--- src/rtl/frame_buffer_pkg.sv ---
// Shared encodings for the frame buffer: command opcodes and controller states.
package frame_buffer_pkg;
    typedef enum logic [1:0] {
        OP_READ  = 2'b00,
        OP_WRITE = 2'b01,
        OP_CLEAR = 2'b10,
        OP_RSVD  = 2'b11
    } op_e;

    typedef enum logic [1:0] {
        IDLE,
        WRITE,
        READ,
        CLEAR
    } state_e;
endpackage

--- src/rtl/frame_buffer_rwm_if.sv ---
// Command, pixel-in, pixel-out and status signals of the frame buffer.
interface frame_buffer_rwm_if #(parameter int DATA_W = 8);
    logic              cmd_valid;
    logic [1:0]        cmd_op;
    logic              cmd_ready;
    logic              abort;
    logic [DATA_W-1:0] in_data;
    logic              in_valid;
    logic              in_ready;
    logic [DATA_W-1:0] out_data;
    logic              out_valid;
    logic              out_ready;
    logic              busy;
    logic              done;
    logic              err;

    modport master (
        output cmd_valid, cmd_op, abort, in_data, in_valid, out_ready,
        input  cmd_ready, in_ready, out_data, out_valid, busy, done, err
    );

    modport slave (
        input  cmd_valid, cmd_op, abort, in_data, in_valid, out_ready,
        output cmd_ready, in_ready, out_data, out_valid, busy, done, err
    );
endinterface

--- src/rtl/frame_buffer_ram.sv ---
// Single-port synchronous RAM: write on the edge, registered read, no reset.
module frame_buffer_ram #(
    parameter int  DATA_W = 8,
    parameter int  DEPTH  = 4,
    localparam int ADDR_W = (DEPTH > 1) ? $clog2(DEPTH) : 1
) (
    input  logic              clk,
    input  logic              we,
    input  logic [ADDR_W-1:0] addr,
    input  logic [DATA_W-1:0] wdata,
    output logic [DATA_W-1:0] rdata
);
    logic [DATA_W-1:0] mem [DEPTH];

    always_ff @(posedge clk) begin
        if (we) mem[addr] <= wdata;
        rdata <= mem[addr];
    end
endmodule

--- src/rtl/frame_buffer_rwm.sv ---
// Frame store controller: read/write/clear FSM, pointers and the one-entry
// registered output stage in front of the single-port RAM.
module frame_buffer_rwm
    import frame_buffer_pkg::*;
#(
    parameter int DATA_W = 8,
    parameter int IMG_H  = 2,
    parameter int IMG_W  = 2
) (
    input logic               clk,
    input logic               rst_n,
    frame_buffer_rwm_if.slave bus
);
    localparam int DEPTH  = IMG_H * IMG_W;
    localparam int ADDR_W = (DEPTH > 1) ? $clog2(DEPTH) : 1;
    localparam int PTR_W  = ADDR_W + 1;
    localparam logic [PTR_W-1:0] LAST    = PTR_W'(DEPTH - 1);
    localparam logic [PTR_W-1:0] DEPTH_P = PTR_W'(DEPTH);

    state_e            state, state_nxt;
    logic [PTR_W-1:0]  ptr, ptr_nxt;
    logic [PTR_W-1:0]  cnt, cnt_nxt;
    logic              pend, pend_nxt;
    logic              ov, ov_nxt;
    logic [DATA_W-1:0] od, od_nxt;
    logic              done_q, done_nxt;
    logic              err_q, err_nxt;

    logic              we;
    logic [DATA_W-1:0] wdata, rdata;
    logic [PTR_W-1:0]  ram_ptr;
    logic [ADDR_W-1:0] ram_addr;
    logic              in_rdy, wr_beat, xfer, load;

    assign in_rdy  = (state == WRITE) & ~bus.abort;
    assign wr_beat = bus.in_valid & in_rdy;
    assign xfer    = ov & bus.out_ready;
    // pend: RAM output holds mem[ptr]; set one cycle into READ so the first
    // word appears two edges after the command.
    assign load    = pend & (~ov | bus.out_ready);

    // In READ the RAM is addressed with the next pointer so a word is ready
    // every cycle while the output stage keeps draining.
    assign ram_ptr  = (state == READ) ? ptr_nxt : ptr;
    assign ram_addr = (ram_ptr < DEPTH_P) ? ram_ptr[ADDR_W-1:0] : '0;

    always_comb begin
        state_nxt = state;
        ptr_nxt   = ptr;
        cnt_nxt   = cnt;
        pend_nxt  = 1'b0;
        ov_nxt    = ov;
        od_nxt    = od;
        done_nxt  = 1'b0;
        err_nxt   = 1'b0;
        we        = 1'b0;
        wdata     = bus.in_data;
        case (state)
            IDLE: begin
                if (bus.cmd_valid) begin
                    ptr_nxt = '0;
                    cnt_nxt = '0;
                    case (bus.cmd_op)
                        OP_READ:  state_nxt = READ;
                        OP_WRITE: state_nxt = WRITE;
                        OP_CLEAR: state_nxt = CLEAR;
                        default:  err_nxt   = 1'b1;
                    endcase
                end
            end
            WRITE: begin
                if (wr_beat) begin
                    we      = 1'b1;
                    ptr_nxt = ptr + 1'b1;
                    if (ptr == LAST) begin
                        state_nxt = IDLE;
                        done_nxt  = 1'b1;
                    end
                end
            end
            CLEAR: begin
                we      = ~bus.abort;
                wdata   = '0;
                ptr_nxt = ptr + 1'b1;
                if (ptr == LAST) begin
                    state_nxt = IDLE;
                    done_nxt  = 1'b1;
                end
            end
            READ: begin
                if (load) begin
                    od_nxt  = rdata;
                    ov_nxt  = 1'b1;
                    ptr_nxt = ptr + 1'b1;
                end else if (xfer) begin
                    od_nxt = '0;
                    ov_nxt = 1'b0;
                end
                if (xfer) begin
                    cnt_nxt = cnt + 1'b1;
                    if (cnt == LAST) begin
                        state_nxt = IDLE;
                        done_nxt  = 1'b1;
                    end
                end
                pend_nxt = (ptr_nxt < DEPTH_P);
            end
            default: state_nxt = IDLE;
        endcase
        if ((state != IDLE) && bus.abort) begin
            state_nxt = IDLE;
            ov_nxt    = 1'b0;
            od_nxt    = '0;
            pend_nxt  = 1'b0;
            done_nxt  = 1'b0;
        end
    end

    always_ff @(posedge clk or negedge rst_n) begin
        if (!rst_n) begin
            state  <= IDLE;
            ptr    <= '0;
            cnt    <= '0;
            pend   <= 1'b0;
            ov     <= 1'b0;
            od     <= '0;
            done_q <= 1'b0;
            err_q  <= 1'b0;
        end else begin
            state  <= state_nxt;
            ptr    <= ptr_nxt;
            cnt    <= cnt_nxt;
            pend   <= pend_nxt;
            ov     <= ov_nxt;
            od     <= od_nxt;
            done_q <= done_nxt;
            err_q  <= err_nxt;
        end
    end

    frame_buffer_ram #(.DATA_W(DATA_W), .DEPTH(DEPTH)) u_ram (
        .clk   (clk),
        .we    (we),
        .addr  (ram_addr),
        .wdata (wdata),
        .rdata (rdata)
    );

    assign bus.cmd_ready = (state == IDLE);
    assign bus.in_ready  = in_rdy;
    assign bus.out_data  = od;
    assign bus.out_valid = ov;
    assign bus.busy      = (state != IDLE);
    assign bus.done      = done_q;
    assign bus.err       = err_q;
endmodule

--- src/flat_wrapper.sv ---
// flat-port wrapper written by rule: the top's interface ports become plain ports
module frame_buffer_rwm_flat import frame_buffer_pkg::*;
#(
    parameter int DATA_W = 8,
    parameter int IMG_H  = 2,
    parameter int IMG_W  = 2
)
  (clk, rst_n, bus_cmd_valid, bus_cmd_op, bus_abort, bus_in_data, bus_in_valid, bus_out_ready, bus_cmd_ready, bus_in_ready, bus_out_data, bus_out_valid, bus_busy, bus_done, bus_err);
  frame_buffer_rwm_if #(.DATA_W(DATA_W)) bus_i ();
  input logic clk;
  input logic rst_n;
  input wire logic [$bits(bus_i.cmd_valid)-1:0] bus_cmd_valid;
  input wire logic [$bits(bus_i.cmd_op)-1:0] bus_cmd_op;
  input wire logic [$bits(bus_i.abort)-1:0] bus_abort;
  input wire logic [$bits(bus_i.in_data)-1:0] bus_in_data;
  input wire logic [$bits(bus_i.in_valid)-1:0] bus_in_valid;
  input wire logic [$bits(bus_i.out_ready)-1:0] bus_out_ready;
  output wire logic [$bits(bus_i.cmd_ready)-1:0] bus_cmd_ready;
  output wire logic [$bits(bus_i.in_ready)-1:0] bus_in_ready;
  output wire logic [$bits(bus_i.out_data)-1:0] bus_out_data;
  output wire logic [$bits(bus_i.out_valid)-1:0] bus_out_valid;
  output wire logic [$bits(bus_i.busy)-1:0] bus_busy;
  output wire logic [$bits(bus_i.done)-1:0] bus_done;
  output wire logic [$bits(bus_i.err)-1:0] bus_err;
  assign bus_i.cmd_valid = bus_cmd_valid;
  assign bus_i.cmd_op = bus_cmd_op;
  assign bus_i.abort = bus_abort;
  assign bus_i.in_data = bus_in_data;
  assign bus_i.in_valid = bus_in_valid;
  assign bus_i.out_ready = bus_out_ready;
  assign bus_cmd_ready = bus_i.cmd_ready;
  assign bus_in_ready = bus_i.in_ready;
  assign bus_out_data = bus_i.out_data;
  assign bus_out_valid = bus_i.out_valid;
  assign bus_busy = bus_i.busy;
  assign bus_done = bus_i.done;
  assign bus_err = bus_i.err;
  frame_buffer_rwm #(.DATA_W(DATA_W), .IMG_H(IMG_H), .IMG_W(IMG_W)) u_core (.clk(clk), .rst_n(rst_n), .bus(bus_i));
endmodule
--- config.mk ---
export PLATFORM = sky130hd
export DESIGN_NAME = frame_buffer_rwm_flat
export DESIGN_NICKNAME = d
export VERILOG_FILES = /design/src/rtl/frame_buffer_pkg.sv /design/src/rtl/frame_buffer_rwm_if.sv /design/src/rtl/frame_buffer_ram.sv /design/src/rtl/frame_buffer_rwm.sv /design/src/flat_wrapper.sv
export SDC_FILE = /design/constraint.sdc
export NUM_CORES = 1
export LEC_CHECK = 0
export CAP_MARGIN = 20
export CORE_MARGIN = 1
export CORE_UTILIZATION = 55
export CTS_CLUSTER_DIAMETER = 150
export CTS_CLUSTER_SIZE = 16
export DETAILED_ROUTE_END_ITERATION = 16
export PLACE_DENSITY_LB_ADDON = 0.12
export SYNTH_ARGS = -nofsm -noshare
export SYNTH_HDL_FRONTEND = slang
export SYNTH_SLANG_ARGS = --single-unit
--- constraint.sdc ---
create_clock -name clk -period 2.71 [get_ports clk]
set_clock_uncertainty 0.05 [all_clocks]
set_input_delay 0.4065 -clock clk [delete_from_list [all_inputs] [get_ports clk]]
set_output_delay 0.4065 -clock clk [all_outputs]
set_load 0.05 [all_outputs]
=== Word level (Yosys, flattened, before mapping) ===
Memory sizes are Yosys's and may differ from the RTL's. A register that Yosys moved wholly into a read port is not among the register bits.
Cells that the tools add are included.

* Reduce and logical (&&, ||, !) cells: 11
* Mux-type cells: 42
* Bitwise operators: 7
* Equal/unequal tests: 14
* $lt $le $gt $ge: 2
* $add $sub $neg: 2

{| class="wikitable"
|+ Operator list
! operator !! count
|-
| 2-to-1 mux 8 bit || 5
|-
| 2-to-1 mux 3 bit || 7
|-
| 2-to-1 mux 1 bit || 17
|-
| 2-to-1 mux 2 bit || 7
|-
| one-hot mux 3 bit (4 select lines) || 1
|-
| != test 3 x 2 -> 1 bit (second input constant) || 3
|-
| one-hot mux 2 bit (4 select lines) || 1
|-
| adder 3 x 1 -> 3 bit (second input constant) || 2
|-
| == test 2 bit (second input constant) || 3
|-
| == test 3 x 2 -> 1 bit (second input constant) || 2
|-
| < comparator 3 bit (second input constant) || 2
|-
| one-hot mux 2 bit (3 select lines) || 1
|-
| one-hot mux 3 bit (2 select lines) || 1
|-
| nonzero test 2 bit || 3
|-
| != test 5 x 1 -> 1 bit (second input constant) || 1
|-
| AND reduction 5 bit || 1
|-
| bitwise AND 1 bit || 4
|-
| == test 2 x 1 -> 1 bit (second input constant) || 2
|-
| zero test 2 bit || 2
|-
| != test 3 bit (second input constant) || 1
|-
| one-hot mux 1 bit (3 select lines) || 1
|-
| AND reduction 3 bit || 1
|-
| nonzero test 3 bit || 1
|-
| OR reduction 3 bit || 1
|-
| other kinds (7) || 8
|}

* Memory bits (writable): 32
* Flip-flop bits (word level): 20
* Memories: 1
* Word-level logic and storage cells: 87
* Bits of input ports: 16
* Output and inout port bits: 14

{| class="wikitable"
|+ Memory list
! memory !! words !! width !! read ports !! clocked after memory_dff !! write ports !! RTL line !! RTL
|-
| u_core.u_ram.mem || 4 || 8 || 1 || 1 || 1 || frame_buffer_ram.sv:13 || <nowiki>logic [DATA_W-1:0] mem [DEPTH];</nowiki>
|}

=== Depth between registers and ports, before layout ===
Gate-level depths: netlist of the first run.

* Word-level depth: 9
* Gate-level depth with buffers: 7
* Depth with buffers taken out: 6

=== By module ===
From an unflattened synthesis of the first run, not the netlist that was laid out.

* Cells, all modules: 170
* Area, all modules: 2516.2 µm²

{| class="wikitable"
|+ Modules (own cells, without submodules)
! module !! area each (µm²) !! instances !! cells an instance !! seq. area each (µm²)
|-
| frame_buffer_ram || 1360.1 || 1 || 54 || 1121.1
|-
| frame_buffer_rwm || 1156.1 || 1 || 116 || 500.5
|}

=== Least setup slack after synthesis of the first run ===
Ideal clock, no wire load.

* Path kind: reg2reg
* Start: register u_core.state[0]
* End: register u_core.od[0] (netlist: u_core.bus.out_data[0])
* Library setup time: 0.067 ns
* Period minus slack after synthesis: 2.454 ns
* Arrival time: 2.337 ns
* Cell stages (with the launch flop): 6
* Slack: 0.256 ns
* Data required time: 2.593 ns
* Buffers on the path: 1
* Cell sequence: dfrtp_1 -> buf_2 -> nor2_1 -> inv_1 -> o21ai_1 -> a22o_1

* Longest elaborated chain between the ends: 4
* Elaborated cells on any way between the ends: 7
* Those cells by class: eq/ne: 1; mux: 1; reduce/logical: 5

{| class="wikitable"
|+ RTL lines
! item !! RTL line !! RTL
|-
| start, declared || frame_buffer_rwm.sv:20 || <nowiki>state_e state, state_nxt;</nowiki>
|-
| start signal, assigned || frame_buffer_rwm.sv:130 || <nowiki>state <= state_nxt;</nowiki>
|-
| nonzero test 2 bit * || - ||
|-
| via bus_busy || flat_wrapper.sv:22 || <nowiki>output wire logic [$bits(bus_i.busy)-1:0] bus_busy;</nowiki>
|-
| logical AND 1 bit * || frame_buffer_rwm.sv:110 || <nowiki>if ((state != IDLE) && bus.abort) begin</nowiki>
|-
| nonzero test 3 bit (no source line) or nonzero test 2 bit (tied branches) || - ||
|-
| AND reduction 2 bit (no source line) || - ||
|-
| end signal, assigned || frame_buffer_rwm.sv:135 || <nowiki>od <= od_nxt;</nowiki>
|-
| end, declared || frame_buffer_rwm.sv:25 || <nowiki>logic [DATA_W-1:0] od, od_nxt;</nowiki>
|}

Mark *: on every way through the listed nets, which the timed path passes. The rest lies on a longest branch.
A chain may end at the register's enable or synchronous reset.

=== Worst setup path after layout of the first run ===
* Start: register u_core.state[1]
* End: output port bus_cmd_ready

* Longest elaborated chain between the ends: 1

{| class="wikitable"
|+ RTL lines
! item !! RTL line !! RTL
|-
| zero test 2 bit || frame_buffer_rwm.sv:149 || <nowiki>assign bus.cmd_ready = (state == IDLE);</nowiki>
|-
| end, declared || flat_wrapper.sv:18 || <nowiki>output wire logic [$bits(bus_i.cmd_ready)-1:0] bus_cmd_ready;</nowiki>
|}

No other way between the ends.

==> results of run 1 <==
## per-layer routing
| metal | vias to the layer above | wire length, um |
|---|---|---|
| li1 | 930 | - |
| met1 | 934 | 2481 |
| met2 | 89 | 2715 |
| met3 | 13 | 360 |
| met4 | 0 | 104 |
| met5 | - | 0 |
## placed cells by master, fill, tap and decap left out, drive strengths merged, types with 2 or more instances in the layout
| cell type | count |
|---|---|
| clkbuf | 9 |
| nand2b | 3 |
| o21ai | 8 |
| edfxtp | 32 |
| nor3 | 5 |
| dfrtp | 20 |
| a22o | 10 |
| nor2 | 8 |
| o221ai | 9 |
| mux2i | 3 |
| nand2 | 7 |
| nor2b | 3 |
| dfxtp | 8 |
| ha | 9 |
| nand3 | 4 |
| bufinv | 3 |
| a21oi | 5 |
| a31oi | 2 |
| o211ai | 9 |
| and2 | 9 |
| inv | 19 |
| a221oi | 16 |
| buf | 15 |
| clkinv | 2 |
| clkdlybuf4s50 | 28 |
## kinds of logic after synthesis
group,synth area share (%)
AO/OA/AOI/OAI,19.82
flip-flops,59.89
AND/OR/NAND/NOR,10.03
buffers and inverters,4.251
adder cells (fa/ha/maj),4.159
multiplexers,1.525
XOR/XNOR,0.3235
## sequential cells by signal, indices dropped and copies added, names as in the netlist
register              flops
u_core.state              2
u_core.bus.out_valid      1
u_core.cnt                3
u_core.bus.err            1
u_core.bus.done           1
u_core.ptr                3
u_core.pend               1
u_core.u_ram.mem         32
u_core.bus.out_data       8
u_core.u_ram.rdata        8
## final timing paths
| check | start | endpoint | slack, ps | cells after the start |
|---|---|---|---|---|
| max | u_core.state[1]$_DFFE_PN0P_ | bus_cmd_ready | 180 | 2 |
| min | rst_n | u_core.bus.out_data[0]$_DFFE_PN0P_ | 350 | 2 |
| max reg2reg | u_core.ptr[1]$_DFF_PN0_ | u_core.u_ram.rdata[6]$_DFF_P_ | 500 | 7 |
| min reg2reg | u_core.u_ram.rdata[4]$_DFF_P_ | u_core.bus.out_data[4]$_DFFE_PN0P_ | 400 | 1 |
| max in group asynchronous | rst_n | u_core.ptr[1]$_DFF_PN0_ | 2040 | 2 |
| min in group clk | u_core.u_ram.rdata[4]$_DFF_P_ | u_core.bus.out_data[4]$_DFFE_PN0P_ | 400 | 1 |
## per-stage QoR
stage          util [%]  area, um2  cells  worst slack [ps]
6_report          71.92       3397    331             183.9
5_1_grt           71.92       3397    331             87.60
4_1_cts           71.92       3397    331             177.7
2_1_floorplan         -       2708    214             256.3
3_5_place_dp      66.68       3149    315             399.8
3_3_place_gp      66.68       3149    315             474.0
## cell type report
class | instances | share of cell area (%)
clock inverter | 7 | 3.646
inverter | 18 | 1.989
clock buffer | 9 | 3.646
multi-input combinational | 127 | 28.58
sequential | 60 | 47.73
tap | 67 | 2.468
timing repair buffer | 43 | 11.93
## power by group through the flow
stage	Combinational, mW	Clock, mW	Sequential (mW)
after floorplan	0.448	0	1.18
final	0.701	0.992	1.15
after global placement	0.682	0	1.16
after CTS	0.700	1.01	1.14
after global routing	0.779	1.05	1.16
after detailed placement	0.697	0	1.16
## worst max-delay path, cell delays in order, from the launching register on
cell             delay (ps)
dfrtp_1                 530
nor2_1                  330
clkdlybuf4s50_1         860
==> results.ini, run 1 <==
[power]
swShare_pct = 30.59
p_comb_share_pct = 24.7
pwr-share-seq_pct = 40.4
leakage_nw = 1.330
switchingPower_uw = 869.3
power.internal_mw = 1.972
fin_total_pwr_mw = 2.842
power_density_nw_per_um2 = 836.5
peakVddDrop_mv = 0.5295
clkPwrFrac_pct = 34.9

[floorplanning]
ios = 30
die_y_um = 72.17
die-area_um2 = 5208
fp-row-count = 25
die_width_um = 72.17
core_area_um2 = 4723
initial_utilization_pct = 57.32

[route]
antenna_left = 0
vias = 1966
drt_wl_total_mm = 5.661
drtIter0Drc = 197
drc = 0
vias_per_cell = 5.940
dr.pass1.iters = 5
wl_per_cell_um = 17.10

[critical_path]
critPathCaptureType = primary output
worst_ep_required_time_ps = 2250
worstPathArrival_ps = 2070
cp_max_fo = 14
cp-start-kind = flip-flop
critPathKind = reg2out

[sta]
hold_ws_ps = 350.5
min_period_ps = 2526
fin_crit_sh_pct = 93.21
rsz0062_at_grt = false
tns_ps = 0
finalSetupViolations = 0
slew_headroom_pct = 57.37
slew_violations = 0
hold_viol = 0
worstMarginPinSlew_ps = 635.2
fmax_ghz = 0.3959

[outcome]
outcome = complete, no violations

[clock_network]
clkTransAtPathRegs_ps = 70
cts_setup_buffers = 0
clockRootBuffer = clkbuf_8
clock-sinks = 60
htreeDepth = 3
cts_hold_buf = 0
insertion_delay_ps = 340
cts_tree = done
cts_resized = 0
clockBufferDepth = 2
cts-buffers-inserted = 9

[synthesis]
syn-cell-area_um2 = 2708
synth_top_area_share_pct = 35.49
synth.distinct_cells = 46
synth.avg_cell_area_um2 = 12.65
yosys-top-cells-area = edfxtp_1 35%, dfrtp_1 18%, dfxtp_1 5.9%
netlist.top_cell.by_area = edfxtp_1
synth.most_common_cell = edfxtp_1
ys_seq_elements = 60
yosysSeqAreaShare_pct = 59.89
syn_inst = 214
async_reset_ff_share_pct = 33.33
synthTopCellsByCount = 32 x edfxtp_1, 20 x dfrtp_1, 17 x inv_1
yosysWarnings = 0
synth_fp_nets = 239
synth-edff-count = 32
synth_flop_cell = edfxtp_1

[cells_and_area]
fillerInstances = 336
area_growth_syn_to_layout_pct = 25.46
drive_gt1_share_pct = 15.91
n_antenna_cell = 0
fin_nets = 284
multi_input_area_um2 = 970.9
regArea_um2 = 1622

[grt]
grt_use_met3_pct = 5.972
overflow = 0
met2_usage_pct = 36.24
first_global_vias = 1909
met1_usage_pct = 32.81
track_usage_pct = 24.77
antenna_found_initial = 0
grt.busiest_layer = met2
grt_max_degree = 21
grt_pass1_wl_mm = 9.266

[placed_design]
port_buffers = 29
gp_congestion = 0.7954
place_hpwl_mm = 3.937

[job]
maxCapViolCount = 0

[min_path]
hp-class = in2async

No activity file was read; power rests on OpenSTA's default activity.
==> inputs of run 2 (changes only) <==
--- a/config.mk
+++ b/config.mk
@@ -6,7 +6,6 @@
 export NUM_CORES = 1
 export LEC_CHECK = 0
 export CAP_MARGIN = 20
-export CORE_MARGIN = 1
 export CORE_UTILIZATION = 55
 export CTS_CLUSTER_DIAMETER = 150
 export CTS_CLUSTER_SIZE = 16
==> results of run 2 <==
Same layout as run 1: the final DEF is identical, and so are final timing and power.
==> inputs of run 3 (changes only) <==
--- a/config.mk
+++ b/config.mk
@@ -6,7 +6,7 @@
 export NUM_CORES = 1
 export LEC_CHECK = 0
 export CAP_MARGIN = 20
-export CORE_UTILIZATION = 55
+export CORE_UTILIZATION = 50
 export CTS_CLUSTER_DIAMETER = 150
 export CTS_CLUSTER_SIZE = 16
 export DETAILED_ROUTE_END_ITERATION = 16
==> constraint.sdc (replaced) <==
create_clock -name clk -period 2.04 [get_ports clk]
set_clock_uncertainty 0.05 [all_clocks]
set_input_delay 0.306 -clock clk [delete_from_list [all_inputs] [get_ports clk]]
set_output_delay 0.306 -clock clk [all_outputs]
set_load 0.05 [all_outputs]
==> run 3 against run 2 <==
Against the previous run:
- die area up 9.7%
- sequential share of layout area down 2.1 points
- utilization down 3.2 points
- via count up 0.76%
- final cell count up 5.7%
- flip-flop and latch count unchanged
- largest power group unchanged
- first-iteration DRC count down 13%
- wire length about the same
==> results.ini, run 3 (synthesized netlist as in run 1, its figures left out) <==
[outcome]
outcome = complete, no violations

[critical_path]
cp_common_cell = ha_1
critical-path-top-delay-family = adder cells
worst-path-buf-inv = 1
ff2ff_setup_slack_ps = 100
critPathMaxStageDelay_ps = 380
r2r-start = u_core.ptr[0]$_DFF_PN0_
cp-start-kind = flip-flop
cp_max_fo = 10
critPathKind = reg2reg
ff2ff_path_depth = 7
critPathCaptureType = flip-flop
worst_ep_required_time_ps = 2220
crit_slowest_cell = dfrtp_1
worstPathArrival_ps = 2120
r2r_end = u_core.u_ram.rdata[3]$_DFF_P_
worstPathCellList = ha_1, ha_1, nand2_1, nor4_4, buf_4, a221oi_1, o221ai_1
cp-startpoint = u_core.ptr[0]$_DFF_PN0_

[floorplanning]
fp-row-count = 26
die_width_um = 75.59
ios = 30
initial_utilization_pct = 52.35
die_y_um = 75.59
die-area_um2 = 5713
core_area_um2 = 5172

[sta]
fin_crit_sh_pct = 95.19
fmax_ghz = 0.5149
min_period_ps = 1942
hold_ws_ps = 269.5
worstMarginPinSlew_ps = 574.8
hold_viol = 0
finalSetupViolations = 0
rsz0062_at_grt = false
slew_violations = 0
slew_headroom_pct = 61.42

[route]
drtIter0Drc = 171
vias_per_cell = 5.660
drt_wl_total_mm = 5.664
vias = 1981
dr.pass1.iters = 4
wl_per_cell_um = 16.18
drc = 0
antenna_left = 0

[job]
maxCapViolCount = 0

[cells_and_area]
layout_common_cells = 32 x edfxtp_1, 29 x buf_4, 25 x clkdlybuf4s50_1, 20 x dfrtp_1, 17 x inv_1
n_antenna_cell = 0
drive_gt1_share_pct = 23.57
max_flop_register = u_core.u_ram.mem
fin_nets = 300
area_growth_syn_to_layout_pct = 31.28
layout_commonest_cell = edfxtp_1
largest_reg_flops = 32
final_core_util_pct = 68.72

[power]
peakVddDrop_mv = 0.5543
p_comb_share_pct = 30.2
swShare_pct = 30.48
clkPwrFrac_pct = 29.8
leakage_nw = 1.424
power.internal_mw = 2.591
switchingPower_mw = 1.136
pwr-share-seq_pct = 40.1
power_density_nw_per_um2 = 1049

[grt]
antenna_found_initial = 0
first_global_vias = 1882
overflow = 0
grt_max_degree = 21
grt_pass1_wl_mm = 9.087
track_usage_pct = 22.52

[clock_network]
cts_tree = done
cts_setup_buffers = 0
clock-sinks = 60
cts-buffers-inserted = 9
clockBufferDepth = 2
clockRootBuffer = clkbuf_8
insertion_delay_ps = 320
htreeDepth = 3
clkTransAtPathRegs_ps = 70

[placed_design]
place_hpwl_mm = 4.111
port_buffers = 29
gp_congestion = 0.8834

[min_path]
hp-class = in2async

## run 3: worst max path at each step
stage | endpoint | slack [ps] | cells past startpoint
floorplan | u_core.u_ram.mem[2][0]$_DFFE_PP_ | -30 | 5
global placement | u_core.u_ram.mem[1][5]$_DFFE_PP_ | -8 | 7
detailed placement | u_core.u_ram.mem[1][5]$_DFFE_PP_ | 40 | 6
CTS | u_core.u_ram.mem[1][2]$_DFFE_PP_ | 50 | 7
global route | u_core.u_ram.rdata[6]$_DFF_P_ | 7 | 7
finish | u_core.u_ram.rdata[3]$_DFF_P_ | 100 | 7
## run 3: layout make-up
class,count,area (um2)
clock buffer,13,170.2
clock inverter,3,41.29
fill,386,1618
inverter,18,67.56
multi-input combinational,127,1010
sequential,60,1622
tap,70,87.58
timing repair buffer,59,556.8
## run 3: stage by stage
step	setup TNS (ps)	std cells	setup slack [ps]	instance area (um2)	total power [mW]
after floorplan	-727.6	214	-31.94	2716	2.168
after global placement	-40.70	334	-8.258	3314	2.604
after detailed placement	0	334	44.84	3314	2.606
after CTS	0	350	46.06	3525	3.720
after global routing	0	350	7.448	3555	3.925
final	0	350	98.03	3555	3.727
## run 3: layer usage
metal	global-route usage [%]	up-vias	part of all wire (%)
met3	4.497	5	4.5
met1	32.15	956	48
met2	32.84	62	47
met4	11.32	0	0.85
met5	0	-	0
li1	-	958	-
## run 3: power groups by stage
stage	combinational, mW	clock, mW	sequential, mW
final	1.13	1.11	1.49
after global routing	1.23	1.18	1.51
after CTS	1.09	1.13	1.49
after detailed placement	1.09	0	1.52
after global placement	1.09	0	1.52
after floorplan	0.605	0	1.56
## run 3: timing repair
action | CTS | global route
hold buffers | 0 | 0
resized for setup | 1 | 5
pin swaps | 0 | 1
endpoints found under the setup margin | 1 | 10
hold endpoints to repair | 0 | 0
